<file path="src/rtl/intr_edge_arb_pkg.sv">
// Shared types and helpers for the edge-triggered interrupt arbiter.
// Index 0 is the highest-priority line (PI level 1).
package ks10_intr_pkg;

  localparam int NREQ_DEF = 7;

  typedef enum logic [1:0] {
    IDLE    = 2'd0,
    ASSERT  = 2'd1,
    RELEASE = 2'd2
  } state_e;

  // Lowest set index among the first n bits of v; 0 when none are set.
  function automatic int prio_enc(input logic [31:0] v, input int n);
    int  idx;
    bit  found;
    idx   = 0;
    found = 1'b0;
    for (int k = 0; k < 32; k++) begin
      if (k < n && v[k] && !found) begin
        idx   = k;
        found = 1'b1;
      end
    end
    return idx;
  endfunction

endpackage

</file>
<file path="src/rtl/intr_edge_arb_if.sv">
// Request-side inputs and CPU-side handshake of the interrupt arbiter.
// slave = arbiter view, master = device/CPU view.
interface intr_edge_arb_if #(
  parameter int NREQ = 7,
  parameter int IW   = 3
);
  logic            clken;
  logic [NREQ-1:0] pol;
  logic [NREQ-1:0] enable;
  logic [NREQ-1:0] req_in;
  logic [NREQ-1:0] clr;
  logic            irq_ack;
  logic            irq;
  logic [IW-1:0]   irq_num;
  logic [NREQ-1:0] pend;
  logic [NREQ-1:0] ovf;

  modport slave (
    input  clken, pol, enable, req_in, clr, irq_ack,
    output irq, irq_num, pend, ovf
  );

  modport master (
    output clken, pol, enable, req_in, clr, irq_ack,
    input  irq, irq_num, pend, ovf
  );
endinterface

</file>
<file path="src/rtl/intr_edge_arb_edge_capture.sv">
// Per-line edge detector: holds the last sampled level and flags an
// enabled edge of the selected polarity on clock-enabled cycles.
module edge_capture (
  input  logic clk,
  input  logic rst,
  input  logic clken,
  input  logic pol,
  input  logic i,
  input  logic en,
  output logic o_set
);
  logic last;

  always_ff @(posedge clk or posedge rst) begin
    if (rst)        last <= 1'b0;
    else if (clken) last <= i;
  end

  assign o_set = en & clken & (pol ? (i & ~last) : (~i & last));
endmodule

</file>
<file path="src/rtl/intr_edge_arb.sv">
// Edge-triggered interrupt arbiter: captures per-line events into pend/ovf,
// grants the highest-priority eligible line and holds it over a req/ack handshake.
module intr_edge_arb
  import ks10_intr_pkg::*;
#(
  parameter int NREQ = NREQ_DEF,
  parameter int IW   = 3
) (
  input logic           clk,
  input logic           rst,
  intr_edge_arb_if.slave bus
);
  state_e          state_q, state_d;
  logic [IW-1:0]   irq_num_q, irq_num_d, winner;
  logic [NREQ-1:0] set_v, elig, ack_clr, clr_all, pend_q, ovf_q;

  for (genvar g = 0; g < NREQ; g++) begin : g_lane
    edge_capture u_cap (
      .clk   (clk),
      .rst   (rst),
      .clken (bus.clken),
      .pol   (bus.pol[g]),
      .i     (bus.req_in[g]),
      .en    (bus.enable[g]),
      .o_set (set_v[g])
    );
  end

  assign elig    = pend_q & bus.enable;
  assign winner  = IW'(prio_enc(32'(elig), NREQ));
  assign clr_all = bus.clr | ack_clr;

  always_comb begin
    ack_clr = '0;
    if (state_q == ASSERT && bus.irq_ack) ack_clr[irq_num_q] = 1'b1;
  end

  // A new event always wins over any clear, so set is OR'd in last.
  always_ff @(posedge clk or posedge rst) begin
    if (rst) begin
      pend_q <= '0;
      ovf_q  <= '0;
    end else begin
      pend_q <= set_v | (pend_q & ~clr_all);
      ovf_q  <= (set_v & pend_q & ~clr_all) | (ovf_q & ~(bus.clr & ~set_v));
    end
  end

  always_ff @(posedge clk or posedge rst) begin
    if (rst) begin
      state_q   <= IDLE;
      irq_num_q <= '0;
    end else begin
      state_q   <= state_d;
      irq_num_q <= irq_num_d;
    end
  end

  // RELEASE re-arbitrates from the post-ack snapshot so irq drops for one cycle only.
  always_comb begin
    state_d   = state_q;
    irq_num_d = irq_num_q;
    case (state_q)
      IDLE: begin
        if (|elig) begin
          irq_num_d = winner;
          state_d   = ASSERT;
        end
      end
      ASSERT: begin
        if (bus.irq_ack || !elig[irq_num_q]) state_d = RELEASE;
      end
      RELEASE: begin
        if (|elig) begin
          irq_num_d = winner;
          state_d   = ASSERT;
        end else begin
          state_d = IDLE;
        end
      end
      default: state_d = IDLE;
    endcase
  end

  assign bus.irq     = (state_q == ASSERT);
  assign bus.irq_num = irq_num_q;
  assign bus.pend    = pend_q;
  assign bus.ovf     = ovf_q;
endmodule

</file>
<file path="src/flat_wrapper.sv">
// flat-port wrapper written by rule: the top's interface ports become plain ports
module intr_edge_arb_flat import ks10_intr_pkg::*;
#(
  parameter int NREQ = NREQ_DEF,
  parameter int IW   = 3
)
  (clk, rst, bus_clken, bus_pol, bus_enable, bus_req_in, bus_clr, bus_irq_ack, bus_irq, bus_irq_num, bus_pend, bus_ovf);
  intr_edge_arb_if #(.NREQ(NREQ), .IW(IW)) bus_i ();
  input logic clk;
  input logic rst;
  input wire logic [$bits(bus_i.clken)-1:0] bus_clken;
  input wire logic [$bits(bus_i.pol)-1:0] bus_pol;
  input wire logic [$bits(bus_i.enable)-1:0] bus_enable;
  input wire logic [$bits(bus_i.req_in)-1:0] bus_req_in;
  input wire logic [$bits(bus_i.clr)-1:0] bus_clr;
  input wire logic [$bits(bus_i.irq_ack)-1:0] bus_irq_ack;
  output wire logic [$bits(bus_i.irq)-1:0] bus_irq;
  output wire logic [$bits(bus_i.irq_num)-1:0] bus_irq_num;
  output wire logic [$bits(bus_i.pend)-1:0] bus_pend;
  output wire logic [$bits(bus_i.ovf)-1:0] bus_ovf;
  assign bus_i.clken = bus_clken;
  assign bus_i.pol = bus_pol;
  assign bus_i.enable = bus_enable;
  assign bus_i.req_in = bus_req_in;
  assign bus_i.clr = bus_clr;
  assign bus_i.irq_ack = bus_irq_ack;
  assign bus_irq = bus_i.irq;
  assign bus_irq_num = bus_i.irq_num;
  assign bus_pend = bus_i.pend;
  assign bus_ovf = bus_i.ovf;
  intr_edge_arb #(.NREQ(NREQ), .IW(IW)) u_core (.clk(clk), .rst(rst), .bus(bus_i));
endmodule
</file>
<file path="config.mk">
export PLATFORM = sky130hd
export DESIGN_NAME = intr_edge_arb_flat
export DESIGN_NICKNAME = d
export VERILOG_FILES = /design/src/rtl/intr_edge_arb_pkg.sv /design/src/rtl/intr_edge_arb_if.sv /design/src/rtl/intr_edge_arb_edge_capture.sv /design/src/rtl/intr_edge_arb.sv /design/src/flat_wrapper.sv
export SDC_FILE = /design/constraint.sdc
export NUM_CORES = 1
export LEC_CHECK = 0
export ABC_AREA = 0
export CAP_MARGIN = 40
export CORE_ASPECT_RATIO = 1.4
export CORE_MARGIN = 3
export CORE_UTILIZATION = 48
export DETAILED_ROUTE_END_ITERATION = 10
export PLACE_DENSITY = 0.84
export SLEW_MARGIN = 20
export SYNTH_ARGS = -nofsm -noshare
export SYNTH_HDL_FRONTEND = slang
export SYNTH_SLANG_ARGS = --single-unit
</file>
<file path="constraint.sdc">
create_clock -name clk -period 4.46 [get_ports clk]
set_clock_uncertainty 0.2 [all_clocks]
set_input_delay 0.446 -clock clk [delete_from_list [all_inputs] [get_ports clk]]
set_output_delay 0.446 -clock clk [all_outputs]
set_load 0.1 [all_outputs]
</file>
==> metrics.txt, run 1 <==
status complete, no violations; TritonCTS clock tree done; maximum buffer depth of the clock tree 2; gp weighted congestion 1.03; Detail Route Antenna Nets 0; standard cell area after detailed placement 2280 sq um; Final setup viols 0; Worst VDD drop 0.429 mV; Avg Vias per Cell 6.24; family of cells with the greatest summed delay on the critical path buffers and inverters; final setup TNS 0 ps; finished layout cell area 2350 sq um; vias in the first global route 1,567; slack of the worst reg-to-reg path 2730 ps; Crit-path slowest cell sky130_fd_sc_hd__dfrtp_1; global routing met1 resource utilization 31.7%; Leak Pwr 0.000926 uW; via count 1,486; area inside the core boundary 2910 sq um; M3 GR Usage 2.91%; proportion of layout cells with a drive suffix above 1 17.4%; post-CTS sizing 0; number of register bits inferred by synthesis 26; beginning of the worst register-to-register path u_core.bus.irq_num[2]; setup repair after global routing missed its margin false; # hold bufs at CTS 0; fraction of synthesis flops using an asynchronous set or reset pin 100%; data arrival time at the worst-slack endpoint 1740 ps; Hold/Removal Path Class in2async; Synth-to-Final Area Change 59.7%; initial detailed-routing violation count 62; Initial Util 50.6%; instance count of the mapped netlist 132; chip height 71.5 um; worst reg-to-reg path cell count 3; maximum single-stage delay on the critical path 520 ps; average wire length per cell after detail routing 18.9 um; Post-DP HPWL 3.48 mm; startpoint type of the worst setup path register; boundary pin count 50; Synthesized Nets 164; endpoint required time on the critical path 3810 ps; fillcell total 180; maximum capacitance violations 0; number of synthesized flops with an enable pin 0; Yosys Warn Count 0; total overflow reported by the global router 0; Total Routed Length 4.51 mm; Inserted Clock Buffers 3; critical path endpoint category output port; Worst Max-Slew Pin Slew 570 ps; destination of the worst register-to-register timing path u_core.state_q[0]; grt met2 use 45.4%; power density over the cells 412 nW/um^2; critical path class reg2out; Diodes inserted 0; achievable clock frequency 418 MHz; Post-Synthesis Cell Area 1470 sq um; Die X-Extent 52.8 um; Clock transition at path regs 100 ps; fin. max-slew vios 0; CTS Root Cell sky130_fd_sc_hd__clkbuf_8; mean instance size in the synthesized netlist 11.1 sq um; number of search-and-repair iterations in the first detailed-routing pass 4; Distinct cells, synth 35; wire length of the first global-routing pass 7.39 mm; worst-skew pair later-pin latency 270 ps; combined buffer and inverter count along the critical path 3; Period Utilization, post-route 53.6%; relative max-transition margin 62.0%; critical-path maximum fanout 9; floorplan die area 3770 sq um; clk sinks 26; hold violation count in the final report 0; list of cells traversed by the critical path nand2b_1 -> inv_1 -> clkdlybuf4s50_1 -> buf_8; Synth Flop Type sky130_fd_sc_hd__dfrtp_1; Tmin final 2390 ps; Global Route Usage Sum 25.7%; number of core rows 23; initial antenna violation count 0; pin count of the biggest net entering global routing 22; Post-CTS Setup Bufs 0; count of buffers from port buffering 49; net count of the finished layout 234; number of H-tree branching levels 1; proportion of synthesized chip area in sequential cells 44.3%; drc violations 0; most utilized layer in the global route result met2
## cells by family after synthesis
| kind of cell | Yosys count | synth area share [%] |
|---|---|---|
| flip-flops | 26 | 44.3 |
| AO/OA/AOI/OAI | 53 | 29.1 |
| buffers and inverters | 7 | 2.55 |
| multiplexers | 7 | 5.36 |
| AND/OR/NAND/NOR | 39 | 18.7 |
## synthesized netlist by cell type, types with 2 or more instances
library cell | instances | area share [%]
sky130_fd_sc_hd__dfrtp_1 | 26 | 44
sky130_fd_sc_hd__o21ai_0 | 13 | 4.4
sky130_fd_sc_hd__nand2b_1 | 9 | 3.8
sky130_fd_sc_hd__o211ai_1 | 8 | 4.1
sky130_fd_sc_hd__and3b_1 | 7 | 4.2
sky130_fd_sc_hd__mux2_2 | 7 | 5.4
sky130_fd_sc_hd__nor3b_1 | 7 | 3.6
sky130_fd_sc_hd__o2111ai_1 | 7 | 4.2
sky130_fd_sc_hd__nand2_1 | 5 | 1.3
sky130_fd_sc_hd__o311ai_1 | 5 | 3.0
sky130_fd_sc_hd__buf_2 | 3 | 1.0
sky130_fd_sc_hd__inv_1 | 3 | 0.77
sky130_fd_sc_hd__nand4b_1 | 3 | 1.8
sky130_fd_sc_hd__a21oi_1 | 2 | 0.68
sky130_fd_sc_hd__a22o_1 | 2 | 1.2
sky130_fd_sc_hd__a41o_1 | 2 | 1.4
sky130_fd_sc_hd__nand3_1 | 2 | 0.68
sky130_fd_sc_hd__nand4bb_1 | 2 | 1.5
sky130_fd_sc_hd__o311ai_0 | 2 | 1.2
sky130_fd_sc_hd__o31ai_1 | 2 | 1.0
## metrics by stage
step	util (%)	std cells	hold slack, ps	worst slack [ps]	total power (uW)
6_report	80.8	238	316	2070	967
5_1_grt	80.8	238	363	1990	1000
4_1_cts	80.3	237	323	2060	965
3_5_place_dp	78.4	233	313	2030	805
3_3_place_gp	68.1	214	298	2040	709
2_1_floorplan	-	132	286	2400	615
## registers in the layout, indices dropped and copies added, names as in the netlist
register and cells:
u_core.state_q 2, u_core.bus.pend 7, u_core.g_lane.u_cap.last 7, u_core.bus.ovf 7, u_core.bus.irq_num 3
## layout make-up
cell class                      instances  area (sq um)  share of cell area (%)
Timing Repair Buffer                   69           803                    34.2
Clock buffer                            4          55.1                    2.34
Multi-Input combinational cell         99           782                    33.3
Sequential cell                        26           651                    27.7
Inverter                                3          11.3                   0.479
Tap cell                               37          46.3                    1.97
## cells in the final DEF (no fill, tap or decap), drive strengths merged, types with 5 or more instances in the layout
cell           synthesis  layout
clkdlybuf4s50          0      49
dfrtp                 26      26
buf                    4      20
o21ai                 13      13
nand2b                 9       9
o211ai                 8       8
and3b                  8       8
mux2                   7       7
nor3b                  7       7
o2111ai                7       7
o311ai                 7       7
nand2                  5       5
## power by group
part | internal, uW | leakage [uW] | switching (uW)
registers | 268 | 0.000337 | 69.0
logic | 198 | 0.000560 | 274
clock network | 79.0 | 0.0000288 | 79.1
## worst max path at each step
stage	slack, ps	cells past startpoint	end	startpoint
global route	1990	4	bus_irq	u_core.state_q[0]
finish	2070	4	bus_irq	u_core.state_q[0]
CTS	2060	4	bus_irq	u_core.state_q[0]
global placement	2040	1	bus_irq_num[2]	u_core.bus.irq_num[2]
floorplan	2400	4	u_core.state_q[1]	u_core.bus.irq_num[2]
detailed placement	2030	3	u_core.bus.ovf[5]	bus_clken
## layer usage
| layer | wire length (um) | part of all wire (%) |
|---|---|---|
| met5 | 0 | 0 |
| met4 | 90 | 2.0 |
| met3 | 220 | 4.9 |
| met2 | 2550 | 57 |
| met1 | 1640 | 36 |
Note: power is estimated with default switching activity, not from simulation.
==> run 2: changes to the inputs <==
- CORE_UTILIZATION: 48 -> 41
- PLACE_DENSITY: 0.84 -> 0.76
- clock period: 4.46 -> 2.1 ns (I/O delays scaled with it)
==> run 2 against run 1 <==
  * Count of clock-buffer cells in the layout fell by 1
  * Via count fell by 7.7%
  * Routed wire length decreased by 14%
  * Cell area is 13% lower
  * Worst setup slack worse by 1700 ps
  * Combinational power up 90%
  * Die area up 15%
==> metrics.txt, run 2 (same netlist as run 1, synthesis figures left out) <==
status complete, no violations; initial antenna violation count 0; number of H-tree branching levels 1; floorplan die area 4350 sq um; Hold/Removal Path Class in2async; TritonCTS clock tree done; number of core rows 25; endpoint required time on the critical path 2100 ps; post-CTS sizing 0; startpoint type of the worst setup path register; pin count of the biggest net entering global routing 27; relative max-transition margin 65.4%; total power 1900 uW; CTS Root Cell sky130_fd_sc_hd__clkbuf_8; fin. max-slew vios 0; Worst VDD drop 0.693 mV; Inserted Clock Buffers 3; most common library cell in the layout ignoring fill and taps sky130_fd_sc_hd__clkdlybuf4s50_1; Period Utilization, post-route 84.7%; vias in the first global route 1,417; area inside the core boundary 3410 sq um; finished layout cell area 2050 sq um; final design utilization 60.0%; setup repair after global routing missed its margin false; Tmin final 1780 ps; final setup TNS 0 ps; Initial Util 43.1%; net count of the finished layout 216; count of buffers from port buffering 49; gp weighted congestion 0.948; Clock transition at path regs 80 ps; proportion of layout cells with a drive suffix above 1 18.7%; average wire length per cell after detail routing 17.5 um; number of search-and-repair iterations in the first detailed-routing pass 4; Global Route Usage Sum 18.6%; Post-CTS Setup Bufs 0; worst-skew pair later-pin latency 260 ps; clk sinks 26; Final setup viols 0; total overflow reported by the global router 0; hold violation count in the final report 0; critical path endpoint category register; Total Routed Length 3.88 mm; dpl cells 219; power density over the cells 927 nW/um^2; critical-path maximum fanout 14; achievable clock frequency 562 MHz; fillcell total 292; # hold bufs at CTS 0; Avg Vias per Cell 6.18; maximum buffer depth of the clock tree 2; start point of the critical path u_core.bus.irq_num[2]; Leak Pwr 0.000826 uW; wire length of the first global-routing pass 6.47 mm; Detail Route Antenna Nets 0; Diodes inserted 0; data arrival time at the worst-slack endpoint 1780 ps; standard cell area after detailed placement 2000 sq um; maximum capacitance violations 0; via count 1,371; Synth-to-Final Area Change 39.1%; drc violations 0; Die X-Extent 56.6 um; boundary pin count 50; beginning of the worst register-to-register path u_core.bus.irq_num[2]; number of standard cells in the final layout excluding fillers 222; most frequent cells in the layout 31 x sky130_fd_sc_hd__clkdlybuf4s50_1, 26 x sky130_fd_sc_hd__dfrtp_1, 16 x sky130_fd_sc_hd__buf_4; initial detailed-routing violation count 75; critical path class reg2reg; chip height 76.9 um; Post-DP HPWL 3.03 mm; Worst Max-Slew Pin Slew 519 ps
run 2: cell count changes in the layout (fill, tap and decap cells not counted), sizes merged:
cell           delta
clkbuf            -1
clkdlybuf4s50    -18
run 2: critical path, stage by stage, from the launching register on:
cell	delay [ps]
sky130_fd_sc_hd__dfrtp_1	680
sky130_fd_sc_hd__and3b_2	280
sky130_fd_sc_hd__a2111oi_4	370
sky130_fd_sc_hd__o31a_1	190
run 2: worst paths after layout:
path / endpoint / slack, ps / cells past startpoint
max reg2reg: u_core.state_q[1] / 320 / 3
min: u_core.bus.ovf[3] / 90 / 3
max in group asynchronous: u_core.g_lane[5].u_cap.last / 1350 / 3
max: u_core.state_q[1] / 320 / 3
min reg2reg: u_core.g_lane[2].u_cap.last / 330 / 1
min in group clk: u_core.g_lane[2].u_cap.last / 330 / 1
run 2: layout make-up:
class	count	area (sq um)	area share (%)
Timing Repair Buffer	51	510	25.0
Clock buffer	3	41.3	2.02
Tap cell	40	50.0	2.45
Multi-Input combinational cell	99	782	38.2
Sequential cell	26	651	31.8
Inverter	3	11.3	0.550
run 2: power breakdown:
part           switching (uW)  internal [uW]  total [uW]
registers                 157            568         725
logic                     540            360         900
clock network             143            128         271
run 2: stage by stage:
step | worst slack [ps] | hold slack, ps
after detailed placement | 280 | 307
after floorplan | 38.2 | 50.0
after CTS | 324 | 106
after global placement | 324 | 297
after global routing | 243 | 152
final | 321 | 89.8
run 2: metal layers:
layer	GRT usage, %	vias to the layer above	wire, um
met3	2.36	4	145
met4	4.99	0	38
met1	21.2	683	1480
met5	0	-	0
li1	-	641	-
met2	35.2	43	2220
==> run 3: changes to the inputs <==
- clock period: 2.1 -> 1.5 ns (I/O delays scaled with it)
==> run 3 against run 2 <==
  * Flip-flop and latch count unchanged
  * First-iteration DRC count decreased by 17%
  * Count of clock-buffer cells in the layout unchanged
  * Cell area increased by 34%
  * Routed wire length increased by 23%
  * Core utilization increased by 21 points
  * Global-route usage increased by 3.7 points
  * The flow now finishes with violations (negative setup slack)
  * Worst hold slack got worse by 52 ps
  * Via count increased by 13%
==> metrics.txt, run 3 (same netlist as run 1, synthesis figures left out) <==
Clock transition at path regs 100 ps; Inserted Clock Buffers 3; wire length of the first global-routing pass 7.73 mm; clk sinks 26; drc violations 0; boundary pin count 50; area inside the core boundary 3410 sq um; proportion of layout cells with a drive suffix above 1 48.4%; combined buffer and inverter count along the critical path 3; Avg Vias per Cell 5.85; total overflow reported by the global router 0; final setup TNS -416 ps; initial detailed-routing violation count 62; CTS Root Cell sky130_fd_sc_hd__clkbuf_8; fin. max-slew vios 0; Period Utilization, post-route 105%; worst reg-to-reg path cell count 3; setup repair after global routing missed its margin true; number of core rows 25; power density over the cells 1290 nW/um^2; Detail Route Antenna Nets 0; average wire length per cell after detail routing 18.1 um; most common library cell in the layout ignoring fill and taps sky130_fd_sc_hd__buf_4; slack of the worst reg-to-reg path -60 ps; Total Routed Length 4.79 mm; Post-DP HPWL 3.52 mm; relative max-transition margin 75.4%; data arrival time at the worst-slack endpoint 1220 ps; endpoint required time on the critical path 1150 ps; critical-path maximum fanout 2; floorplan die area 4350 sq um; Hold/Removal Path Class in2async; startpoint type of the worst setup path register; Leak Pwr 0.00110 uW; Worst Max-Slew Pin Slew 369 ps; achievable clock frequency 638 MHz; critical path class reg2out; Worst VDD drop 1.39 mV; family of cells with the greatest summed delay on the critical path flip-flops; list of cells traversed by the critical path buf_6 -> nand2b_4 -> clkinvlp_4 -> buf_12; start point of the critical path u_core.state_q[1]; chip height 76.9 um; hold violation count in the final report 0; Synth-to-Final Area Change 87.0%; maximum buffer depth of the clock tree 2; Tmin final 1570 ps; number of standard cells in the final layout excluding fillers 265; Diodes inserted 0; worst-skew pair later-pin latency 280 ps; critical path endpoint category output port; # hold bufs at CTS 0; capture point of the worst path bus_irq; count of buffers from port buffering 49; status finished with violations; initial antenna violation count 0; Initial Util 43.1%; pin count of the biggest net entering global routing 27; beginning of the worst register-to-register path u_core.bus.irq_num[2]; vias in the first global route 1,664; Global Route Usage Sum 22.3%; number of H-tree branching levels 1; dpl cells 249; Die X-Extent 56.6 um; Crit-path slowest cell sky130_fd_sc_hd__dfrtp_1; most frequent cells in the layout 37 x sky130_fd_sc_hd__buf_4, 31 x sky130_fd_sc_hd__clkdlybuf4s50_1, 19 x sky130_fd_sc_hd__buf_12; number of search-and-repair iterations in the first detailed-routing pass 4; Final Worst Setup Slack -68.1 ps; gp weighted congestion 0.880; Final setup viols 12; destination of the worst register-to-register timing path u_core.state_q[1]; net count of the finished layout 258; TritonCTS clock tree done; via count 1,549; maximum single-stage delay on the critical path 410 ps; total power 3530 uW; maximum capacitance violations 0; violated checks negative setup slack; Worst path depth 4
run 3: cell count changes in the layout (fill, tap and decap cells not counted), moves of 3 or more:
| cell | before | now |
|---|---|---|
| sky130_fd_sc_hd__o21ai_1 | 0 | 5 |
| sky130_fd_sc_hd__buf_12 | 4 | 19 |
| sky130_fd_sc_hd__nor3b_1 | 7 | 4 |
| sky130_fd_sc_hd__dfrtp_2 | 0 | 6 |
| sky130_fd_sc_hd__o21ai_2 | 0 | 6 |
| sky130_fd_sc_hd__buf_6 | 0 | 6 |
| sky130_fd_sc_hd__nor3b_2 | 0 | 3 |
| sky130_fd_sc_hd__dfrtp_4 | 0 | 8 |
| sky130_fd_sc_hd__dfrtp_1 | 26 | 12 |
| sky130_fd_sc_hd__buf_4 | 16 | 37 |
| sky130_fd_sc_hd__o21ai_0 | 13 | 1 |
run 3: final cells by class:
class / instances / area (sq um)
clock buffers: 3 / 41.3
multi-input cells: 99 / 888
inverters: 3 / 15.0
well taps: 40 / 50.0
clock inverters: 1 / 30.0
repair buffers: 93 / 1040
flip-flops and latches: 26 / 688
fillers: 211 / 661
run 3: worst min path at each step:
stage,startpoint,end,slack (ps),cells after the start
floorplan,rst,u_core.bus.irq_num[0],-10,1
global placement,u_core.g_lane[1].u_cap.last,u_core.g_lane[1].u_cap.last,300,1
detailed placement,u_core.g_lane[2].u_cap.last,u_core.g_lane[2].u_cap.last,310,1
CTS,rst,u_core.g_lane[1].u_cap.last,60,3
global route,rst,u_core.g_lane[1].u_cap.last,70,3
finish,rst,u_core.g_lane[1].u_cap.last,40,3
run 3: per-layer routing:
metal / routed length, um / vias up / track usage [%]
li1: - / 729 / -
met1: 1910 / 768 / 27.5
met2: 2620 / 37 / 39.5
met3: 140 / 15 / 2.69
met4: 117 / 0 / 6.89
met5: 0 / - / 0
run 3: timing repair:
item,in CTS,in global routing
resized for setup,12,23
endpoints found under the setup margin,15,21
pin swaps,2,6
buffers inserted,2,10
run 3: report_power, final:
group	leakage, uW	internal (uW)	switching [uW]	total, uW
logic	0.000746	931	1030	1960
registers	0.000314	826	142	968
clock network	0.0000357	357	247	604
run 3: through the flow:
step | setup WS (ps) | cell area (sq um) | utilization (%) | hold slack (ps)
2_1_floorplan | -244 | 1520 | - | -10.2
3_3_place_gp | -217 | 2460 | 72.3 | 297
3_5_place_dp | -245 | 2460 | 72.3 | 305
4_1_cts | -54.7 | 2590 | 76.1 | 56.1
5_1_grt | -128 | 2750 | 80.6 | 71.5
6_report | -68.1 | 2750 | 80.6 | 37.4
run 3: worst register-to-register path: stages, from the launching register on:
cell                        delay (ps)
sky130_fd_sc_hd__dfrtp_4           490
sky130_fd_sc_hd__and3b_2           260
sky130_fd_sc_hd__a2111oi_4         380
sky130_fd_sc_hd__o31a_1            180
